File: src/rtl/operand_fetch_ctrl.sv
// operand_fetch_ctrl: sequencer in front of the src1/src2 operand memories.
// Steps a PC over an internal program ROM, decodes each word, drives the
// registered operand read addresses, waits out the memory read latency, then
// presents the op to the ALU with a valid/ready handshake. Stops on HALT (op 111).
//
// Parameters:
//   PC_W      PC width; ROM depth is 2**PC_W words
//   READ_LAT  operand-memory read latency in cycles (>= 1)
//   ROM_IMAGE program image, word i at bits [8*i +: 8]; default is a two-op
//             program followed by HALT words
// Ports:
//   clk, rst              clock; asynchronous active-high reset
//   start                 begin execution at PC 0 (honoured in IDLE/DONE only)
//   src1_addr, src2_addr  operand memory read addresses
//   alu_op, alu_valid     op to the ALU and its valid flag
//   alu_ready             ALU accepts the op when alu_valid && alu_ready
//   busy, done            running / halted status levels
//   pc                    address of the current instruction
//   instr_count           ops retired since last start, saturating at 255
module operand_fetch_ctrl #(
  parameter int unsigned PC_W     = 4,
  parameter int unsigned READ_LAT = 1,
  parameter logic [8*(2**PC_W)-1:0] ROM_IMAGE = {{(2**PC_W-2){8'hE0}}, 8'h36, 8'h02}
) (
  input  logic            clk,
  input  logic            rst,
  input  logic            start,
  output logic [1:0]      src1_addr,
  output logic [1:0]      src2_addr,
  output logic [2:0]      alu_op,
  output logic            alu_valid,
  input  logic            alu_ready,
  output logic            busy,
  output logic            done,
  output logic [PC_W-1:0] pc,
  output logic [7:0]      instr_count
);

  localparam int unsigned CNT_W = (READ_LAT > 2) ? $clog2(READ_LAT - 1) : 1;

  localparam logic [2:0] S_IDLE   = 3'd0;
  localparam logic [2:0] S_FETCH  = 3'd1;
  localparam logic [2:0] S_DECODE = 3'd2;
  localparam logic [2:0] S_ISSUE  = 3'd3;
  localparam logic [2:0] S_WAIT   = 3'd4;
  localparam logic [2:0] S_EXEC   = 3'd5;
  localparam logic [2:0] S_DONE   = 3'd6;

  localparam logic [2:0] OP_HALT  = 3'b111;

  logic [2:0]       state, state_nxt;
  logic [7:1]       instr, instr_nxt;   // bit 0 of the word is don't-care, never stored
  logic [CNT_W-1:0] cnt, cnt_nxt;
  logic [PC_W-1:0]  pc_nxt;
  logic [1:0]       src1_nxt, src2_nxt;
  logic [2:0]       op_nxt;
  logic [7:0]       count_nxt;
  logic [PC_W+2:0]  rom_base;

  // Next-state and next-datapath logic
  always_comb begin
    state_nxt = state;
    instr_nxt = instr;
    cnt_nxt   = cnt;
    pc_nxt    = pc;
    src1_nxt  = src1_addr;
    src2_nxt  = src2_addr;
    op_nxt    = alu_op;
    count_nxt = instr_count;
    rom_base  = {pc, 3'b001};  // skip the ignored bit 0 of the addressed word

    case (state)
      S_IDLE, S_DONE: begin
        if (start) begin
          state_nxt = S_FETCH;
          pc_nxt    = '0;
          count_nxt = '0;
        end
      end
      S_FETCH: begin
        instr_nxt = ROM_IMAGE[rom_base +: 7];
        state_nxt = S_DECODE;
      end
      S_DECODE: begin
        if (instr[7:5] == OP_HALT) begin
          state_nxt = S_DONE;
        end else begin
          src1_nxt  = instr[4:3];
          src2_nxt  = instr[2:1];
          op_nxt    = instr[7:5];
          state_nxt = S_ISSUE;
        end
      end
      S_ISSUE: begin
        if (READ_LAT <= 1) begin
          state_nxt = S_EXEC;
        end else begin
          state_nxt = S_WAIT;
          cnt_nxt   = CNT_W'(READ_LAT - 2);
        end
      end
      S_WAIT: begin
        if (cnt == '0) state_nxt = S_EXEC;
        else           cnt_nxt   = cnt - CNT_W'(1);
      end
      S_EXEC: begin
        // Addresses and op are held while stalled so the memories keep
        // re-reading the same operands.
        if (alu_ready) begin
          count_nxt = (instr_count == 8'hFF) ? instr_count : instr_count + 8'd1;
          pc_nxt    = pc + PC_W'(1);
          state_nxt = S_FETCH;
        end
      end
      default: state_nxt = S_IDLE;
    endcase
  end

  // State register
  always_ff @(posedge clk or posedge rst) begin
    if (rst) state <= S_IDLE;
    else     state <= state_nxt;
  end

  // Datapath and status registers; status flags are decoded from the next state
  always_ff @(posedge clk or posedge rst) begin
    if (rst) begin
      instr       <= '0;
      cnt         <= '0;
      pc          <= '0;
      src1_addr   <= '0;
      src2_addr   <= '0;
      alu_op      <= '0;
      instr_count <= '0;
      alu_valid   <= 1'b0;
      busy        <= 1'b0;
      done        <= 1'b0;
    end else begin
      instr       <= instr_nxt;
      cnt         <= cnt_nxt;
      pc          <= pc_nxt;
      src1_addr   <= src1_nxt;
      src2_addr   <= src2_nxt;
      alu_op      <= op_nxt;
      instr_count <= count_nxt;
      alu_valid   <= (state_nxt == S_EXEC);
      busy        <= (state_nxt != S_IDLE) && (state_nxt != S_DONE);
      done        <= (state_nxt == S_DONE);
    end
  end

endmodule

File: config.mk
export PLATFORM = sky130hd
export DESIGN_NAME = operand_fetch_ctrl
export DESIGN_NICKNAME = d
export VERILOG_FILES = /design/src/rtl/operand_fetch_ctrl.sv
export SDC_FILE = /design/constraint.sdc
export NUM_CORES = 1
export LEC_CHECK = 0
export CELL_PAD_IN_SITES_DETAIL_PLACEMENT = 0
export CELL_PAD_IN_SITES_GLOBAL_PLACEMENT = 1
export CORE_MARGIN = 2
export CORE_UTILIZATION = 35
export DETAILED_ROUTE_END_ITERATION = 8
export PLACE_DENSITY = 0.71
export SKIP_LAST_GASP = 1
export SLEW_MARGIN = 25
export SYNTH_ARGS = -nofsm -noshare
export SYNTH_HDL_FRONTEND = slang
export SYNTH_SLANG_ARGS = --single-unit
File: constraint.sdc
create_clock -name clk -period 4 [get_ports clk]
set_clock_uncertainty 0.2 [all_clocks]
set_input_delay 0.4 -clock clk [delete_from_list [all_inputs] [get_ports clk]]
set_output_delay 0.4 -clock clk [all_outputs]
set_load 0.1 [all_outputs]
==> run metrics <==
worst slew pin tran 0.983 ns; die footprint approximately 4600 um2; most frequent cells in the layout 26 x dfrtp_1, 24 x clkdlybuf4s50_1, 16 x nand2_1; number of global-route vias before repair 982; Final ANT Viol Nets 0; Worst EP arrival 1.92 ns; crit path max-delay cell type clkdlybuf4s50_1; worst skew pair latency 0.26 ns; commonest non-fill, non-tap cell in the layout dfrtp_1; critical path class flip-flop to output port; initial DRC count 31; Area Growth Syn to Fin 19.8%; Clk pin slew, worst setup/hold paths 0.09 ns; global-route wire length before repair 4.78 mm; clk sink count 26; Max Cap Violations 0; RSZ-0062 raised after global routing false; # rows 23; post_cts resized 0; largest net degree at the start of global routing 27; Synth Instances 139; fin crit share approximately 63%; RD Place Congestion 0.809; Initial Util a little over a third; required time worst endpoint 3.40 ns; Mapped Avg Cell Area between 10 and 15 um2; share of the synthesized area in the top cell type around 46%; antenna violations before repair 0; CP cell instances clkdlybuf4s50_1; Synth warnings 0; core area 3940 um2; hold_buf cts 0; I/O pins 26; GRT overflow 0; critical path capture point type output port; Via Count approximately 1100; slowest stage delay, CP between 1 and 1.5 ns; PortBufs 24; total CTS buffers 3; Die Y 67.7 um; WP buf/inv 1; sequential area share after synthesis a little under half; status completed; CTS root buffer clkbuf_8; Clock Tree Buf Depth 2; TNS Setup 0 ns; fill count 370; area leader, netlist dfrtp_1; worst-path fanout max 8; Final HPWL DP 2.07 mm; DR WL/cell 14.0 um; GRT Total Usage between 10% and 20%; syn nets around 150; die width 67.7 um; top_reg_cell synth dfrtp_1; drt first pass iters 4; Syn Std Cell Area around 1400 um2; Hold/Removal Path Class flip-flop to flip-flop; Clock H-tree levels 1; share of post-route cells with drive strength above 1 between 8 and 9%; Final Hold Fails 0; ranking of synthesized cells by area dfrtp_1 46%, nand2_1 4.2%, ha_1 3.5%; Post-synth EDFFs 0; max_slew headroom between 30% and 40%; final setup fails 0; Critical Path Start Type flip-flop; CTS tree done; Async S/R FF share, synth 100%; detailed-route vias per instance about 5.2; DRC 0; Total Wirelength just under 3 mm; worst hold margin ~0.28 ns; CP top delay family buffers and inverters; post-CTS setup buffers 0; final period demand of the worst path 2.52 ns; flops & latches, synth 26; Achievable Freq 397 MHz; Slew Limit Fails 0; Final nets about 170; # diodes 0; library cells used by synthesis 46
-- path summary, 6_finish.rpt --
path	slack, ns	depth (start not counted)	from	endpoint
worst max-delay path	1.48	1	instr_count[3]	instr_count[3]
worst min-delay path	0.28	2	instr[4]	instr[4]
worst max register to register	2.00	4	state[2]	instr_count[0]
worst min register to register	0.28	2	instr[4]	instr[4]
max in group asynchronous	2.93	2	rst	src2_addr[0]
min in group asynchronous	0.30	2	rst	state[1]
-- layer usage --
metal,vias to the layer above,share of wire (%),GRT usage (%)
met4,0,1.7,6.89
met3,5,4.0,2.17
li1,538,-,-
met5,-,0,0
met1,502,46,19.8
met2,32,48,21.6
-- state kept, by name, indices dropped and copies added (netlist names) --
signal	cells
instr	4
busy	1
src2_addr	1
src1_addr	1
pc	4
alu_valid	1
alu_op	2
state	3
done	1
instr_count	8
-- cells in the mapped netlist, types with 2 or more instances --
master / number
o21a_1: 2
o21ai_0: 5
a31oi_1: 4
nand4_1: 2
a21oi_1: 7
buf_6: 2
inv_1: 4
nand3_1: 8
ha_1: 4
nand2_1: 16
o22a_1: 2
nor2b_1: 2
dfrtp_1: 26
xor2_1: 2
buf_2: 2
nor2_1: 12
mux2_2: 3
buf_4: 4
o21ai_1: 3
nand3b_1: 3
-- cells by family (layout without fill, tap and decap cells) --
kind of cell,after synthesis,after routing,share of synthesized area [%]
AOI/OAI and AO/OA,34,34,16.6
xor gates and xnor gates,3,3,2.38
adders and majority gates,4,4,3.53
buffers and inverters,12,31,5.47
DFF,26,26,45.9
muxes,4,4,3.44
other,1,1,0.264
and+or+nand+nor,55,55,22.5
-- through the flow --
stage	worst slack [ns]	instance area [um2]	std cells	util, %
2_1_floorplan	1.77	1420	139	-
3_3_place_gp	1.79	1660	205	42.1
3_5_place_dp	1.78	1660	205	42.1
4_1_cts	1.47	1700	208	43.1
5_1_grt	1.39	1700	208	43.1
6_report	1.48	1700	208	43.1
-- cell type report --
type / instances / area [um2] / share of cell area, %
flip-flops and latches: 26 / 651 / 38.3
repair buffers: 24 / 240 / 14.1
clock buffers: 3 / 41.3 / 2.43
well taps: 50 / 62.6 / 3.68
multi-input cells: 101 / 691 / 40.6
inverters: 4 / 15.0 / 0.883
Power is left out: the tool's default activity adds up to more than one toggle a clock period on the data nets, which glitch-free logic cannot reach.
